[config.mk]
export PLATFORM = sky130hd
export DESIGN_NAME = stopwatch_display
export DESIGN_NICKNAME = d
export VERILOG_FILES = /design/src/rtl/sw_pkg.sv /design/src/rtl/bin2bcd.sv /design/src/rtl/stopwatch_display.sv
export SDC_FILE = /design/constraint.sdc
export NUM_CORES = 1
export LEC_CHECK = 0
export CAP_MARGIN = 20
export CORE_ASPECT_RATIO = 0.7
export CORE_MARGIN = 1.5
export CORE_UTILIZATION = 35
export DETAILED_ROUTE_END_ITERATION = 6
export SLEW_MARGIN = 20
export SYNTH_ARGS = -nofsm -noshare
export SYNTH_HDL_FRONTEND = slang
export SYNTH_SLANG_ARGS = --single-unit
[constraint.sdc]
create_clock -name clk -period 2.4 [get_ports clk]
set_input_delay 0.48 -clock clk [delete_from_list [all_inputs] [get_ports clk]]
set_output_delay 0.48 -clock clk [all_outputs]
set_load 0.1 [all_outputs]
[src/rtl/sw_pkg.sv]
// Shared stopwatch encodings (status, 7-segment blank) and the active-low digit decoder.
// Status 2'b11 has no name here; consumers treat it as idle.
package sw_pkg;

  typedef enum logic [1:0] {
    ST_IDLE  = 2'b00,
    ST_RUN   = 2'b01,
    ST_PAUSE = 2'b10
  } sw_status_e;

  localparam logic [6:0] SEG_BLANK = 7'h7F;

  // Segment order {g,f,e,d,c,b,a}, active-low; non-decimal codes are blank.
  function automatic logic [6:0] seg_decode(input logic [3:0] digit);
    logic [6:0] seg;
    case (digit)
      4'd0:    seg = 7'h40;
      4'd1:    seg = 7'h79;
      4'd2:    seg = 7'h24;
      4'd3:    seg = 7'h30;
      4'd4:    seg = 7'h19;
      4'd5:    seg = 7'h12;
      4'd6:    seg = 7'h02;
      4'd7:    seg = 7'h78;
      4'd8:    seg = 7'h00;
      4'd9:    seg = 7'h10;
      default: seg = SEG_BLANK;
    endcase
    return seg;
  endfunction

endpackage

[src/rtl/bin2bcd.sv]
// 8-bit iterative double-dabble: one shift per cycle, done pulses 8 cycles after start.
// A start while busy is ignored; bcd holds the last result until the next start.
module bin2bcd
  import sw_pkg::*;
(
  input  logic        clk,
  input  logic        rst_n,
  input  logic        start,
  input  logic [7:0]  bin,
  output logic        busy,
  output logic        done,
  output logic [11:0] bcd
);

  logic [19:0] sr_q, sr_d;
  logic [2:0]  cnt_q, cnt_d;
  logic        busy_q, busy_d;
  logic        done_q, done_d;
  logic [19:0] adj;

  always_comb begin
    sr_d   = sr_q;
    cnt_d  = cnt_q;
    busy_d = busy_q;
    done_d = 1'b0;
    adj    = sr_q;
    if (busy_q) begin
      // Correct each BCD column that would overflow past 9 once doubled.
      for (int i = 0; i < 3; i++) begin
        if (adj[8+4*i +: 4] >= 4'd5) begin
          adj[8+4*i +: 4] = adj[8+4*i +: 4] + 4'd3;
        end
      end
      sr_d  = adj << 1;
      cnt_d = cnt_q + 3'd1;
      if (cnt_q == 3'd7) begin
        busy_d = 1'b0;
        done_d = 1'b1;
      end
    end else if (start) begin
      sr_d   = {12'd0, bin};
      cnt_d  = 3'd0;
      busy_d = 1'b1;
    end
  end

  always_ff @(posedge clk) begin
    if (!rst_n) begin
      sr_q   <= '0;
      cnt_q  <= '0;
      busy_q <= 1'b0;
      done_q <= 1'b0;
    end else begin
      sr_q   <= sr_d;
      cnt_q  <= cnt_d;
      busy_q <= busy_d;
      done_q <= done_d;
    end
  end

  assign busy = busy_q;
  assign done = done_q;
  assign bcd  = sr_q[19:8];

endmodule

[src/rtl/stopwatch_display.sv]
// Multiplexed MM.SS 7-segment driver: per-frame snapshot, BCD conversion, dp = running, blink = paused.
// STOPWATCH_DISPLAY_LZB_EN blanks a zero minutes-tens digit.
module stopwatch_display
  import sw_pkg::*;
#(
  parameter int REFRESH_DIV  = 50000,
  parameter int BLINK_FRAMES = 64
) (
  input  logic       clk,
  input  logic       rst_n,
  input  logic [7:0] minutes,
  input  logic [5:0] seconds,
  input  logic [1:0] status,
  output logic [6:0] seg_n,
  output logic [3:0] an_n,
  output logic       dp_n,
  output logic       ovf
);

  localparam int RW = $clog2(REFRESH_DIV);
  localparam int BW = $clog2(BLINK_FRAMES + 1) + 1;

  logic [RW-1:0]   ref_q, ref_d;
  logic [1:0]      idx_q, idx_d;
  logic [BW-1:0]   blink_q, blink_d;
  logic            phase_q, phase_d;
  logic [3:0][3:0] dig_q, dig_d;
  logic            ovf_q, ovf_d;
  logic [6:0]      seg_q, seg_d;
  logic [3:0]      an_q, an_d;
  logic            dp_q, dp_d;

  logic            frame_start;
  logic            blank;
  logic            min_busy, sec_busy, min_done, sec_done;
  logic [11:0]     min_bcd, sec_bcd;
  logic            unused_conv;

  assign frame_start = (ref_q == '0) && (idx_q == 2'd0);

  bin2bcd u_min_bcd (
    .clk   (clk),
    .rst_n (rst_n),
    .start (frame_start),
    .bin   (minutes),
    .busy  (min_busy),
    .done  (min_done),
    .bcd   (min_bcd)
  );

  bin2bcd u_sec_bcd (
    .clk   (clk),
    .rst_n (rst_n),
    .start (frame_start),
    .bin   ({2'b00, seconds}),
    .busy  (sec_busy),
    .done  (sec_done),
    .bcd   (sec_bcd)
  );

  // Seconds never exceed 63, so their hundreds column carries no information.
  assign unused_conv = ^{min_busy, sec_busy, sec_bcd[11:8]};

  always_comb begin
    ref_d   = ref_q + 1'b1;
    idx_d   = idx_q;
    if (ref_q == RW'(REFRESH_DIV - 1)) begin
      ref_d = '0;
      idx_d = idx_q + 2'd1;
    end

    // Counter runs 1..BLINK_FRAMES so the first BLINK_FRAMES paused frames stay lit.
    blink_d = blink_q;
    phase_d = phase_q;
    if (status != ST_PAUSE) begin
      blink_d = '0;
      phase_d = 1'b0;
    end else if (frame_start) begin
      if (blink_q == BW'(BLINK_FRAMES)) begin
        blink_d = BW'(1);
        phase_d = ~phase_q;
      end else begin
        blink_d = blink_q + 1'b1;
      end
    end

    dig_d = dig_q;
    ovf_d = ovf_q;
    if (min_done && sec_done) begin
      ovf_d    = (min_bcd[11:8] != 4'd0);
      dig_d[3] = ovf_d ? 4'd9 : min_bcd[7:4];
      dig_d[2] = ovf_d ? 4'd9 : min_bcd[3:0];
      dig_d[1] = sec_bcd[7:4];
      dig_d[0] = sec_bcd[3:0];
    end

    blank = (status == ST_PAUSE) && phase_q;
    an_d  = blank ? 4'hF : ~(4'b0001 << idx_q);
    seg_d = seg_decode(dig_q[idx_q]);
`ifdef STOPWATCH_DISPLAY_LZB_EN
    if ((idx_q == 2'd3) && (dig_q[3] == 4'd0)) begin
      seg_d = SEG_BLANK;
    end
`endif
    dp_d  = !((idx_q == 2'd2) && (status == ST_RUN) && !blank);
  end

  always_ff @(posedge clk) begin
    if (!rst_n) begin
      ref_q   <= '0;
      idx_q   <= '0;
      blink_q <= '0;
      phase_q <= 1'b0;
      dig_q   <= '0;
      ovf_q   <= 1'b0;
      seg_q   <= SEG_BLANK;
      an_q    <= 4'hF;
      dp_q    <= 1'b1;
    end else begin
      ref_q   <= ref_d;
      idx_q   <= idx_d;
      blink_q <= blink_d;
      phase_q <= phase_d;
      dig_q   <= dig_d;
      ovf_q   <= ovf_d;
      seg_q   <= seg_d;
      an_q    <= an_d;
      dp_q    <= dp_d;
    end
  end

  assign seg_n = seg_q;
  assign an_n  = an_q;
  assign dp_n  = dp_q;
  assign ovf   = ovf_q;

endmodule

==> results.txt <==
count leader, synth - dfxtp_1
number of distinct library cells after synthesis - 41
n_diodes - 0
multiplexer area fraction after synthesis - 4.29%
Synth Area in XOR/XNOR - 4.66%
Vias - 3885
worst path cell trace - inv_1, ha_1, nor4b_1, and2_1, nand3_2, buf_4, or3_1, a21oi_1
Top Ports - 31
FP Rows - 35
die area - 14100 sq um
power density cells - 635 nW/um^2
Fmax achieved - 0.468 GHz
post-synth top area share - 43.5%
hpwl dp - 7010 um
Finish-stage setup viols - 0
mapped cell area - 4700 sq um
data required time of the worst path - 2670 ps
DR vias/cell - 5.17
worst skew pair latency - 350 ps
final net count - 630
area leader, netlist - dfxtp_1
total wire length - 10000 um
Total GRT Usage - 14.7%
Core Footprint - 13100 sq um
H-tree levels - 3
remaining routing DRC violations - 0
Top delay family on crit path - simple AND/OR/NAND/NOR gates
CP max stage delay - 350 ps
initial antenna violation count - 0
Post-synth top flop - dfxtp_1
area delta synth->final - 15.4%
CP Capture Type - flop
largest family of logic cells by synthesized area - simple AND/OR/NAND/NOR gates
ys async rst share - 0%
Slowest-stage cell, CP - or3_1
min cycle time layout - 2140 ps
Hold WC Path Type - reg -> reg
# resized after CTS - 0
Final Hold Slack - 454 ps
setup bufs post-CTS - 0
number of synthesized flops with an enable pin - 0
Synth area leaders - dfxtp_1 43%, ha_1 7.5%, nand2_1 5.9%
CTS Buf Count - 9
Synth Net Count - 603
total negative setup slack - 0 ps
fraction of layout cells with a size suffix above 1 - 8.36%
Synth Area in Adders - 7.46%
Max IR drop VDD - 0.308 mV
Data arrival, critical path - 2410 ps
Mean Syn Cell Area - 8.43 sq um
vias in the first global route - 3460
clock root buffer - clkbuf_16
Post-Synth Simple-Gate Area - 23.9%
outcome - finished, final reports clean
slew at the pin closest to its max-slew limit - 673 ps
LEAKAGE - 1.95 nW
clk_skew - 6.29 ps
yosys warns - 0
first-pass GRT wire length - 16700 um
CTS tree - done
pin count of the biggest net entering global routing - 29
GPL Wtd Cong - 0.802
sequential share of the synthesized area - 43.5%
DRT Pass-1 Iters - 5
clock buffer depth - 2
CTS Hold Buffers Added - 0
PortBufs - 30
clk slew on worst S/H paths - 70 ps
fin crit share - 89.1%
Finished Layout Cells - 752
RSZ-0062 raised after global routing - false
Synth Register Bits - 102
DIE WIDTH - 141 um
die span in y - 99.9 um
Post-synth top cells - 102 x dfxtp_1, 74 x nand2_1, 48 x nor3_1
Compound-Gate Fraction of Synth Area - 11.9%
critical path launch point type - flop
max-slew violations - 0
CP max FO - 19
crit path kind - reg -> reg
final antenna-violating net count - 0
Synth Instances - 557
placed cell count - 739
Worst slew margin - 55.1%
Initial Util - 35.8%
clk sink count - 102
max-cap violation count - 0
Buffers & Inverters on Critical Path - 2
Final Hold Violating Endpoints - 0
DR WL/cell - 13.3 um
initial detailed-routing violation count - 212
GRT Residual Overflow - 0
==> final timing paths <==
| kind | start | endpoint | slack [ps] | cells after the start |
|---|---|---|---|---|
| max | idx_q[0] | blink_q[5] | 260 | 8 |
| min | dig_q[4] | dig_q[4] | 450 | 2 |
| max reg2reg | idx_q[0] | blink_q[5] | 260 | 8 |
| min reg2reg | dig_q[4] | dig_q[4] | 450 | 2 |
==> cell usage in the layout, fill, tap and decap left out, types with 5 or more instances in the layout <==
cell,Yosys,routed
and2_1,5,5
dfxtp_1,102,102
nand2b_1,5,5
o211ai_1,5,5
and3_1,9,9
xnor2_1,20,20
o21ai_0,30,30
buf_4,0,28
xor2_1,5,5
nand2_1,74,74
a21o_1,5,5
a21boi_0,11,11
mux2i_1,10,10
nor2_1,34,34
a31oi_1,5,5
clkdlybuf4s50_1,0,17
a21oi_1,38,38
nand3_1,41,41
clkbuf_16,0,9
ha_1,28,28
inv_1,23,23
nor3_1,48,48
==> final cells by class <==
cell class,instances,area [sq um]
repair buffers,45,380
fillers,1301,7720
clock inverters,2,12.5
inverters,24,90.1
well taps,166,208
multi-input cells,402,2450
flip-flops and latches,102,2040
clock buffers,11,233
==> power by group <==
part / leakage, nW / internal, W / switching [W]
combinational: 1.01 / 0.000125 / 0.000243
clock: 0.117 / 0.000685 / 0.000603
sequential: 0.830 / 0.00175 / 0.0000360
==> sequential cells by signal, summed over array words and instances, names as in the netlist <==
signal,cells
phase_q,1
u_min_bcd.done,1
u_sec_bcd.done,1
u_sec_bcd.sr_q,16
ref_q,16
idx_q,2
blink_q,8
u_min_bcd.sr_q,20
an_n,4
ovf,1
dp_n,1
u_sec_bcd.cnt_q,3
u_min_bcd.busy,1
dig_q,16
u_sec_bcd.busy,1
u_min_bcd.cnt_q,3
seg_n,7
==> worst reg2reg max path: stages, from the launching register on <==
cell     delay (ps)
dfxtp_1         310
inv_1           120
ha_1            200
nor4b_1         340
and2_1          220
nand3_2         140
buf_4           240
or3_1           350
a21oi_1         150
==> through the flow <==
| stage | setup WS, ps | instance area [sq um] | total power (W) | util [%] |
|---|---|---|---|---|
| 2_1_floorplan | 282 | 4700 | 0.00207 | - |
| 4_1_cts | 264 | 5420 | 0.00348 | 41.2 |
| 3_5_place_dp | 290 | 5170 | 0.00219 | 39.4 |
| 5_1_grt | 125 | 5420 | 0.00358 | 41.2 |
| 3_3_place_gp | 312 | 5170 | 0.00218 | 39.4 |
| 6_report | 262 | 5420 | 0.00344 | 41.2 |
==> layer usage <==
metal | wire length (um) | GRT usage [%] | up-vias
li1 | - | - | 1961
met1 | 5390 | 21.5 | 1825
met2 | 3940 | 20.9 | 87
met3 | 548 | 4.15 | 12
met4 | 133 | 4.84 | 0
met5 | 0 | 0 | -
==> cell families (layout without fill, tap and decap cells) <==
family,after synthesis,after routing
mux,16,16
compound gates,98,98
flops,102,102
fa+ha+maj,28,28
simple gates,235,235
xor+xnor,25,25
buf+inv,53,82
Power figures use the tool's default switching activity.
